==> src/rtl/combat_resolver.sv <==
// Resolves landed basic attacks between two players, tracks health and hit-stun,
// and sequences the round through FIGHT, KO and DONE.
module combat_resolver #(
    parameter int unsigned HP_W     = 3,
    parameter int unsigned MAX_HP   = 5,
    parameter int unsigned STUN_CYC = 8,
    parameter int unsigned KO_CYC   = 60
) (
    input  logic            clk,
    input  logic            rst,
    input  logic            restart,
    input  logic [3:0]      p1_state,
    input  logic [3:0]      p2_state,
    input  logic [9:0]      p1_hit_x1,
    input  logic [9:0]      p1_hit_x2,
    input  logic [9:0]      p1_hit_y1,
    input  logic [9:0]      p1_hit_y2,
    input  logic [9:0]      p2_hit_x1,
    input  logic [9:0]      p2_hit_x2,
    input  logic [9:0]      p2_hit_y1,
    input  logic [9:0]      p2_hit_y2,
    input  logic [9:0]      p1_hurt_x1,
    input  logic [9:0]      p1_hurt_x2,
    input  logic [9:0]      p1_hurt_y1,
    input  logic [9:0]      p1_hurt_y2,
    input  logic [9:0]      p2_hurt_x1,
    input  logic [9:0]      p2_hurt_x2,
    input  logic [9:0]      p2_hurt_y1,
    input  logic [9:0]      p2_hurt_y2,
    output logic [HP_W-1:0] p1_hp,
    output logic [HP_W-1:0] p2_hp,
    output logic            p1_hit,
    output logic            p2_hit,
    output logic            p1_stun,
    output logic            p2_stun,
    output logic            freeze,
    output logic [1:0]      phase,
    output logic [1:0]      winner
);

    localparam int unsigned STUN_W = $clog2(STUN_CYC + 1);
    localparam int unsigned KO_W   = $clog2(KO_CYC + 1);

    typedef enum logic [1:0] {
        PH_FIGHT = 2'd0,
        PH_KO    = 2'd1,
        PH_DONE  = 2'd2
    } phase_e;

    // Inclusive overlap of two boxes whose corners may arrive in either order.
    function automatic logic boxes_overlap(
        input logic [9:0] ax1, input logic [9:0] ax2, input logic [9:0] ay1, input logic [9:0] ay2,
        input logic [9:0] bx1, input logic [9:0] bx2, input logic [9:0] by1, input logic [9:0] by2
    );
        logic [9:0] alx, ahx, aly, ahy, blx, bhx, bly, bhy;
        alx = (ax1 < ax2) ? ax1 : ax2;
        ahx = (ax1 < ax2) ? ax2 : ax1;
        aly = (ay1 < ay2) ? ay1 : ay2;
        ahy = (ay1 < ay2) ? ay2 : ay1;
        blx = (bx1 < bx2) ? bx1 : bx2;
        bhx = (bx1 < bx2) ? bx2 : bx1;
        bly = (by1 < by2) ? by1 : by2;
        bhy = (by1 < by2) ? by2 : by1;
        return (alx <= bhx) && (blx <= ahx) && (aly <= bhy) && (bly <= ahy);
    endfunction

    function automatic logic in_swing(input logic [3:0] s);
        return (s == 4'd3) || (s == 4'd4) || (s == 4'd5);
    endfunction

    phase_e            phase_q, phase_d;
    logic [HP_W-1:0]   p1_hp_q, p1_hp_d, p2_hp_q, p2_hp_d;
    logic              p1_hit_q, p1_hit_d, p2_hit_q, p2_hit_d;
    logic [STUN_W-1:0] p1_stun_cnt_q, p1_stun_cnt_d, p2_stun_cnt_q, p2_stun_cnt_d;
    logic              p1_stun_q, p1_stun_d, p2_stun_q, p2_stun_d;
    logic              p1_done_q, p1_done_d, p2_done_q, p2_done_d;
    logic [1:0]        winner_q, winner_d;
    logic [KO_W-1:0]   ko_cnt_q, ko_cnt_d;
    logic              freeze_q, freeze_d;
    logic              p1_lands, p2_lands;

    assign p1_lands = (phase_q == PH_FIGHT) && (p1_state == 4'd4) && !p1_done_q &&
                      boxes_overlap(p1_hit_x1, p1_hit_x2, p1_hit_y1, p1_hit_y2,
                                    p2_hurt_x1, p2_hurt_x2, p2_hurt_y1, p2_hurt_y2);
    assign p2_lands = (phase_q == PH_FIGHT) && (p2_state == 4'd4) && !p2_done_q &&
                      boxes_overlap(p2_hit_x1, p2_hit_x2, p2_hit_y1, p2_hit_y2,
                                    p1_hurt_x1, p1_hurt_x2, p1_hurt_y1, p1_hurt_y2);

    always_comb begin
        phase_d       = phase_q;
        p1_hp_d       = p1_hp_q;
        p2_hp_d       = p2_hp_q;
        p1_hit_d      = 1'b0;
        p2_hit_d      = 1'b0;
        p1_stun_cnt_d = (p1_stun_cnt_q != '0) ? p1_stun_cnt_q - STUN_W'(1) : '0;
        p2_stun_cnt_d = (p2_stun_cnt_q != '0) ? p2_stun_cnt_q - STUN_W'(1) : '0;
        p1_done_d     = p1_done_q && in_swing(p1_state);
        p2_done_d     = p2_done_q && in_swing(p2_state);
        winner_d      = winner_q;
        ko_cnt_d      = ko_cnt_q;

        case (phase_q)
            PH_FIGHT: begin
                if (p1_lands) begin
                    p2_hit_d      = 1'b1;
                    p2_hp_d       = (p2_hp_q != '0) ? p2_hp_q - HP_W'(1) : '0;
                    p2_stun_cnt_d = STUN_W'(STUN_CYC);
                    p1_done_d     = 1'b1;
                end
                if (p2_lands) begin
                    p1_hit_d      = 1'b1;
                    p1_hp_d       = (p1_hp_q != '0) ? p1_hp_q - HP_W'(1) : '0;
                    p1_stun_cnt_d = STUN_W'(STUN_CYC);
                    p2_done_d     = 1'b1;
                end
                if ((p1_hp_d == '0) || (p2_hp_d == '0)) begin
                    phase_d  = PH_KO;
                    ko_cnt_d = '0;
                    if ((p1_hp_d == '0) && (p2_hp_d == '0)) winner_d = 2'd3;
                    else if (p2_hp_d == '0)                  winner_d = 2'd1;
                    else                                     winner_d = 2'd2;
                end
            end
            PH_KO: begin
                if (ko_cnt_q == KO_W'(KO_CYC - 1)) phase_d  = PH_DONE;
                else                               ko_cnt_d = ko_cnt_q + KO_W'(1);
            end
            PH_DONE: begin
                if (restart) begin
                    phase_d       = PH_FIGHT;
                    p1_hp_d       = HP_W'(MAX_HP);
                    p2_hp_d       = HP_W'(MAX_HP);
                    winner_d      = 2'd0;
                    p1_stun_cnt_d = '0;
                    p2_stun_cnt_d = '0;
                    p1_done_d     = 1'b0;
                    p2_done_d     = 1'b0;
                end
            end
            default: phase_d = PH_FIGHT;
        endcase

        freeze_d  = (phase_d != PH_FIGHT);
        p1_stun_d = (p1_stun_cnt_d != '0);
        p2_stun_d = (p2_stun_cnt_d != '0);
    end

    always_ff @(posedge clk) begin
        if (rst) begin
            phase_q       <= PH_FIGHT;
            p1_hp_q       <= HP_W'(MAX_HP);
            p2_hp_q       <= HP_W'(MAX_HP);
            p1_hit_q      <= 1'b0;
            p2_hit_q      <= 1'b0;
            p1_stun_cnt_q <= '0;
            p2_stun_cnt_q <= '0;
            p1_stun_q     <= 1'b0;
            p2_stun_q     <= 1'b0;
            p1_done_q     <= 1'b0;
            p2_done_q     <= 1'b0;
            winner_q      <= 2'd0;
            ko_cnt_q      <= '0;
            freeze_q      <= 1'b0;
        end else begin
            phase_q       <= phase_d;
            p1_hp_q       <= p1_hp_d;
            p2_hp_q       <= p2_hp_d;
            p1_hit_q      <= p1_hit_d;
            p2_hit_q      <= p2_hit_d;
            p1_stun_cnt_q <= p1_stun_cnt_d;
            p2_stun_cnt_q <= p2_stun_cnt_d;
            p1_stun_q     <= p1_stun_d;
            p2_stun_q     <= p2_stun_d;
            p1_done_q     <= p1_done_d;
            p2_done_q     <= p2_done_d;
            winner_q      <= winner_d;
            ko_cnt_q      <= ko_cnt_d;
            freeze_q      <= freeze_d;
        end
    end

    assign p1_hp   = p1_hp_q;
    assign p2_hp   = p2_hp_q;
    assign p1_hit  = p1_hit_q;
    assign p2_hit  = p2_hit_q;
    assign p1_stun = p1_stun_q;
    assign p2_stun = p2_stun_q;
    assign freeze  = freeze_q;
    assign phase   = phase_q;
    assign winner  = winner_q;

endmodule

==> config.mk <==
export PLATFORM = sky130hd
export DESIGN_NAME = combat_resolver
export DESIGN_NICKNAME = d
export VERILOG_FILES = /design/src/rtl/combat_resolver.sv
export SDC_FILE = /design/constraint.sdc
export NUM_CORES = 1
export LEC_CHECK = 0
export CORE_ASPECT_RATIO = 1.1
export CORE_MARGIN = 4
export CORE_UTILIZATION = 35
export CTS_CLUSTER_SIZE = 30
export DETAILED_ROUTE_END_ITERATION = 6
export PLACE_DENSITY = 0.69
export SYNTH_ARGS = -nofsm -noshare
export SYNTH_HDL_FRONTEND = slang
export SYNTH_SLANG_ARGS = --single-unit
==> constraint.sdc <==
create_clock -name clk -period 6.4 [get_ports clk]
set_clock_uncertainty 0.2 [all_clocks]
set_input_delay 0.96 -clock clk [delete_from_list [all_inputs] [get_ports clk]]
set_output_delay 0.96 -clock clk [all_outputs]
set_load 0.03 [all_outputs]
==> flow_metrics.py, run 1 <==
metrics = {
    "outcome": {
        "status": "finished, final reports clean",
    },
    "placed_design": {
        "routabilityCongestion": 0.8787,
        "port-buffer-count": 185,
        "place_ws_ns": 0.3157,
        "placedCellCount": 1856,
        "place_hpwl_um": 24500,
    },
    "clock_network": {
        "cts_sinks": 31,
        "post_cts_resized": 0,
        "postCtsHoldBufs": 0,
        "clock_path_buffers": 2,
        "post_cts.repair.setup_buffers": 0,
        "insertion_delay_ns": 0.27,
        "clkSlewWorstSetupHoldPaths_ns": 0.05,
        "cts-root-buf": "clkbuf_16",
        "cts_tree": "built",
        "cts-buffers-inserted": 5,
        "ctsHtreeMaxLevel": 2,
    },
    "layout": {
        "flow.area_growth_from_synthesis_pct": 24.57,
        "final_util": 0.4433,
        "fin_nets": 1834,
        "fillerInstances": 2762,
        "post_route_cells_drive_above_1_share": 0.04114,
        "antenna_cells": 0,
        "layout.cells.non_filler": 1864,
    },
    "setup_path": {
        "startpoint_type": "primary input",
        "critical_path.cell_chain": "clkdlybuf4s50_1 -> inv_1 -> ha_1 -> a21o_1 -> a21o_1 -> a21o_1 -> a21oi_1 -> o21ai_1 -> and4_1 -> a211o_1 -> ha_1 -> nand4_1 -> nor3_1 -> a21oi_1 -> a31oi_1 -> a2111o_1 -> mux2i_4 -> nand3_2 -> a22o_1",
        "path_common_cell": "a21o_1",
        "timing.critical_path.max_delay_family": "compound AO/OA/AOI/OAI gates",
        "worst-r2r-cell-count": 8,
        "timing.critical_path.to_type": "register",
        "critPathBufInv": 2,
        "crit_path_max_incr_delay_ns": 0.56,
        "critical_path_depth": 19,
        "critical_path_peak_fanout": 20,
        "critPathSlowestCell": "clkdlybuf4s50_1",
        "critical_path_class": "primary input to register",
        "critPathRequiredTime_ns": 6.36,
        "timing.critical_path.arrival_ns": 5.80,
    },
    "global_route": {
        "grt_pass1_vias": 10010,
        "globalRouteOverflowTotal": 0,
        "grt_pass1_wl_um": 50430,
        "grt_antenna_before_repair": 0,
        "total_routing_resource_utilization_after_global_routing": 0.1909,
        "grt_start_max_net_pins": 22,
    },
    "hold_path": {
        "holdCritPathClass": "register to register",
        "hold_path_depth": 2,
    },
    "power_and_ir_drop": {
        "power.density_nw_per_um2": 135.3,
        "irDropWorstVdd_mv": 0.1182,
        "power.leakage_nw": 5.706,
    },
    "synth": {
        "post_synthesis_compound_gate_area_fraction": 0.4889,
        "yosys-mux-area-fraction": 0.006651,
        "synth_simple_gate_area_frac": 0.1561,
        "yosysMostFrequentCell": "a21oi_1",
        "synth_top_cells_by_area": "ha_1 20%, a22o_1 15%, a21oi_1 9.6%",
        "synth_enable_flop_cells": 0,
        "postSynthCellCount": 1373,
        "postSynthNetCount": 1701,
        "post_synth_fa_ha_maj_area_fraction": 0.2047,
        "yosys.area.top_type": "ha_1",
        "combinational_family_with_the_most_area_after_synthesis": "compound AO/OA/AOI/OAI gates",
        "share_of_the_synthesized_area_in_the_top_cell_type": 0.2047,
        "async_flop_share": 0,
        "post_synth_num_cell_types": 52,
        "synth.ff_latch_count": 31,
        "ys_seq_area_frac": 0.06468,
        "synthesis.area_um2": 9594,
        "ys_warn_count": 0,
        "synth_ff_type": "dfxtp_1",
        "synthesis.area_per_instance_um2": 6.988,
        "fraction_of_synthesized_cell_area_in_xor_and_xnor_cells": 0,
        "synth.cells.most_frequent": "184 x a21oi_1, 166 x nand2_1, 161 x a22o_1",
    },
    "flow_run": {
        "cap_viol_max_count": 0,
    },
    "floorplan": {
        "die_height_um": 181.6,
        "starting_density": 0.3559,
        "fp_rows": 63,
        "dieWidth_um": 165.9,
        "num_io_pins": 186,
        "die_area_um2": 30130,
        "area_of_the_placeable_core_um2": 26960,
    },
    "sta": {
        "hold_viol": 0,
        "grt_setup_unrepaired": "false",
        "fin_hold_ws_ns": 0.2880,
        "slew_violations": 0,
        "layout_worst_path_cycle_share": 0.9117,
        "worst_pin_slew_ns": 0.7983,
        "worst_slew_margin_rel": 0.4662,
        "max_freq_mhz": 171.4,
        "fin_tns_setup_ns": 0,
        "post-route-min-period_ns": 5.835,
        "post-route-worst-setup-slack_ns": 0.5649,
        "setup_violations": 0,
    },
    "routing": {
        "routed_wl_um": 31460,
        "number_of_optimization_iterations_in_the_first_detailed_route_pass": 6,
        "detail_route.iter0.violations": 848,
        "wl_per_cell_um": 16.88,
        "remaining_drc_errors": 0,
        "vias": 11240,
        "ant_nets": 0,
        "vias_per_cell": 6.030,
    },
}
-- where the power goes --
| group | internal, mW | switching, mW | total [mW] |
|---|---|---|---|
| logic | 0.545 | 0.652 | 1.20 |
| registers | 0.196 | 0.00260 | 0.198 |
| clock network | 0.141 | 0.0800 | 0.221 |
-- worst register-to-register path, stage by stage, from the launching register on --
cell	delay, ns
dfxtp_1	0.40
nor2_2	0.29
nand3b_1	0.11
nor4_1	0.44
o21ai_1	0.17
a2111o_1	0.55
mux2i_4	0.29
nand3_2	0.18
a22o_1	0.23
-- per-stage QoR --
stage	area (um2)	power, mW
2_1_floorplan	9594	0.9969
3_3_place_gp	11810	1.354
3_5_place_dp	11810	1.382
4_1_cts	11950	1.611
5_1_grt	11950	1.768
6_report	11950	1.616
-- path summary, 6_finish.rpt --
check / from / endpoint / slack, ns
setup / recovery: p2_hit_x2[1] / freeze / 0.56
hold / removal: p2_stun_cnt_q[3] / p2_stun_cnt_q[2] / 0.29
setup reg to reg: phase[1] / freeze / 3.44
hold reg to reg: p2_stun_cnt_q[3] / p2_stun_cnt_q[2] / 0.29
-- kinds of logic (layout without fill, tap and decap cells) --
logic type,after synthesis,count (layout)
simple gates,326,326
flops,31,31
compound gates,653,653
fa+ha+maj,157,157
mux,5,5
buf+inv,201,335
-- final cells by class --
type                            instances  area [um2]  share of cell area
Timing Repair Buffer                  223        2137              0.1788
Sequential cell                        31       620.6             0.05193
Clock inverter                          3       15.01            0.001256
Multi-Input combinational cell       1141        8217              0.6875
Clock buffer                            5       125.1             0.01047
Inverter                              104       390.4             0.03266
Tap cell                              357       446.7             0.03737
-- sequential cells by signal (all words and copies together), names as in the netlist --
signal / count
ko_cnt_q: 6
phase: 2
winner: 2
p1_stun_cnt_q: 4
p1_done_q: 1
freeze: 1
p1_hit: 1
p1_stun: 1
p2_hit: 1
p2_stun_cnt_q: 4
p2_hp: 3
p2_stun: 1
p2_done_q: 1
p1_hp: 3
-- placed cells by master, fill, tap and decap left out, types with 17 or more instances in the layout --
cell and count:
a211o_1 80, a211oi_1 114, a21o_1 44, a21oi_1 184, a22o_1 161, buf_4 38, clkdlybuf4s50_1 185, dfxtp_1 31
ha_1 157, inv_1 102, nand2_1 166, nand2b_1 17, nor2_1 56, nor3_1 31, o21ai_0 22
-- metal layers --
metal	routed length [um]	vias up	track usage
met5	0	-	0
li1	-	5536	-
met2	14850	376	0.3268
met1	14390	5293	0.2612
met4	466	0	0.03399
met3	1760	35	0.02286
Power figures use the tool's default switching activity.
==> run 2, diff against run 1 <==
Settings changed: MAX_ROUTING_LAYER from default to met4.
==> run 2 against run 1 <==
Die area stayed put. Flip-flop and latch count did not move. Count of clock-buffer cells in the layout is 3 higher. Hold slack lost 0.00071 ns. Highest routed layer unchanged. Power up 1.5%. Sequential power is essentially flat. Via count decreased by 0.15%. Largest cell class unchanged. Global-route usage up 0.61 points. Largest power group unchanged. Worst setup slack got worse by 0.050 ns. Design area increased by 0.22%. Maximum frequency down 0.85%.
==> flow_metrics.py, run 2 (synthesized netlist as in run 1, its figures left out) <==
metrics = {
    "hold_path": {
        "hold_path_end": "p2_stun_cnt_q[2]",
        "hold_path.startpoint": "p2_stun_cnt_q[3]",
        "holdCritPathClass": "register to register",
        "hold_path_depth": 2,
    },
    "placed_design": {
        "port-buffer-count": 185,
        "place_hpwl_um": 24420,
        "dpl-instance-area_um2": 11820,
        "placedCellCount": 1857,
        "routabilityCongestion": 0.9056,
    },
    "layout": {
        "layout.area.seq_um2": 620.6,
        "registers.top_by_ff_count": "ko_cnt_q",
        "largest_register_ffs": 6,
        "fin_nets": 1835,
        "largest_registers": "ko_cnt_q (6), p1_stun_cnt_q (4), p2_stun_cnt_q (4)",
        "post_route_cells_drive_above_1_share": 0.04111,
        "layout.cells.most_common_list": "185 x clkdlybuf4s50_1, 184 x a21oi_1, 166 x nand2_1",
        "flow.area_growth_from_synthesis_pct": 24.84,
        "postLayoutCellArea_um2": 11980,
        "mostFrequentLayoutCell": "clkdlybuf4s50_1",
        "fillerInstances": 2744,
        "area_taken_by_multi_input_logic_gates_um2": 8217,
        "layout.cells.non_filler": 1866,
        "final_util": 0.4443,
    },
    "sta": {
        "grt_setup_unrepaired": "false",
        "post-route-min-period_ns": 5.885,
        "layout_worst_path_cycle_share": 0.9195,
        "max_freq_mhz": 169.9,
        "fin_tns_setup_ns": 0,
        "worst_pin_slew_ns": 0.8478,
        "setup_violations": 0,
        "slew_violations": 0,
        "worst_slew_margin_rel": 0.4330,
        "hold_viol": 0,
    },
    "clock_network": {
        "ctsHtreeMaxLevel": 2,
        "postCtsHoldBufs": 0,
        "cts_sinks": 31,
        "clock_path_buffers": 2,
        "cts-buffers-inserted": 5,
        "cts-root-buf": "clkbuf_16",
        "post_cts_resized": 0,
        "cts_tree": "built",
        "clkSlewWorstSetupHoldPaths_ns": 0.05,
        "insertion_delay_ns": 0.27,
        "post_cts.repair.setup_buffers": 0,
    },
    "power_and_ir_drop": {
        "post-layout-total-power_mw": 1.641,
        "power.leakage_nw": 5.715,
        "irDropWorstVdd_mv": 0.1627,
        "power.density_nw_per_um2": 137.0,
    },
    "floorplan": {
        "starting_density": 0.3559,
        "die_height_um": 181.6,
        "fp_rows": 63,
        "num_io_pins": 186,
        "die_area_um2": 30130,
        "area_of_the_placeable_core_um2": 26960,
        "dieWidth_um": 165.9,
    },
    "setup_path": {
        "critical_path_class": "primary input to register",
        "critPathBufInv": 2,
        "critPathRequiredTime_ns": 6.36,
        "critical_path.cell_chain": "clkdlybuf4s50_1 -> inv_1 -> ha_1 -> a21o_1 -> a21o_1 -> a21o_1 -> a21oi_1 -> o21ai_1 -> and4_1 -> a211oi_1 -> ha_1 -> a21o_1 -> a21o_1 -> a221oi_1 -> a32oi_1 -> nor4_4 -> mux2i_1 -> nand3_2 -> a22o_1",
        "worst_r2r_startpoint": "phase[1]",
        "timing.critical_path.max_delay_family": "compound AO/OA/AOI/OAI gates",
        "critical_path_peak_fanout": 11,
        "r2r_end": "freeze",
        "ff2ff_setup_slack_ns": 3.58,
        "path_common_cell": "a21o_1",
        "crit_path_max_incr_delay_ns": 0.58,
        "worst-r2r-cell-count": 8,
        "critPathSlowestCell": "clkdlybuf4s50_1",
        "timing.critical_path.to_type": "register",
        "timing.critical_path.arrival_ns": 5.85,
        "startpoint_type": "primary input",
        "crit_start": "p1_hit_y2[1]",
    },
    "global_route": {
        "globalRouteOverflowTotal": 0,
        "grt_pass1_wl_um": 50560,
        "grt_antenna_before_repair": 0,
        "grt_pass1_vias": 10060,
        "grt_start_max_net_pins": 22,
        "total_routing_resource_utilization_after_global_routing": 0.1971,
    },
    "routing": {
        "wl_per_cell_um": 16.84,
        "routed_wl_um": 31430,
        "ant_nets": 0,
        "detail_route.iter0.violations": 1000,
        "number_of_optimization_iterations_in_the_first_detailed_route_pass": 5,
        "remaining_drc_errors": 0,
        "vias_per_cell": 6.014,
        "vias": 11220,
    },
    "flow_run": {
        "cap_viol_max_count": 0,
    },
    "outcome": {
        "status": "finished, final reports clean",
    },
}
run 2: final cells by class:
class                      instances  area share
tap                              357     0.03729
clock buffer                       8     0.01306
multi-input combinational       1141      0.6860
inverter                         104     0.03259
antenna                            1   0.0002089
sequential                        31     0.05181
timing repair buffer             224      0.1790
run 2: how the worst max path moves through the flow:
stage / to / slack (ns) / cells past startpoint
2_1_floorplan: freeze / 1.27 / 19
3_3_place_gp: freeze / 0.35 / 19
3_5_place_dp: freeze / 0.23 / 19
4_1_cts: freeze / 0.52 / 19
5_1_grt: freeze / 0.20 / 19
6_report: freeze / 0.52 / 19
run 2: stage by stage:
| step | worst slack, ns | hold WS [ns] |
|---|---|---|
| after floorplan | 1.267 | 0.2555 |
| after global placement | 0.3457 | 0.2735 |
| after detailed placement | 0.2305 | 0.2751 |
| after CTS | 0.5150 | 0.2862 |
| after global routing | 0.2033 | 0.3175 |
| final | 0.5151 | 0.2873 |
run 2: worst reg2reg max path, cell delays in order (launching register included):
cell and delay (ns):
dfxtp_1 0.41, nor2_2 0.30, nand3b_1 0.12, nor4_1 0.32, o21ai_1 0.16, a2111o_1 0.54, mux2i_4 0.27, nand3_2 0.17
a22o_1 0.23
run 2: power by group:
group / switching, mW / total [mW] / internal (mW)
clock: 0.0780 / 0.243 / 0.165
combinational: 0.654 / 1.20 / 0.546
sequential: 0.00248 / 0.198 / 0.196
total: 0.734 / 1.64 / 0.907
run 2: per-layer routing:
layer | track usage | part of all wire | up-vias
met4 | 0.03927 | 0.021 | 0
met3 | 0.02199 | 0.053 | 49
met1 | 0.2661 | 0.47 | 5283
met2 | 0.3208 | 0.46 | 355
met5 | - | 0 | -
li1 | - | - | 5536
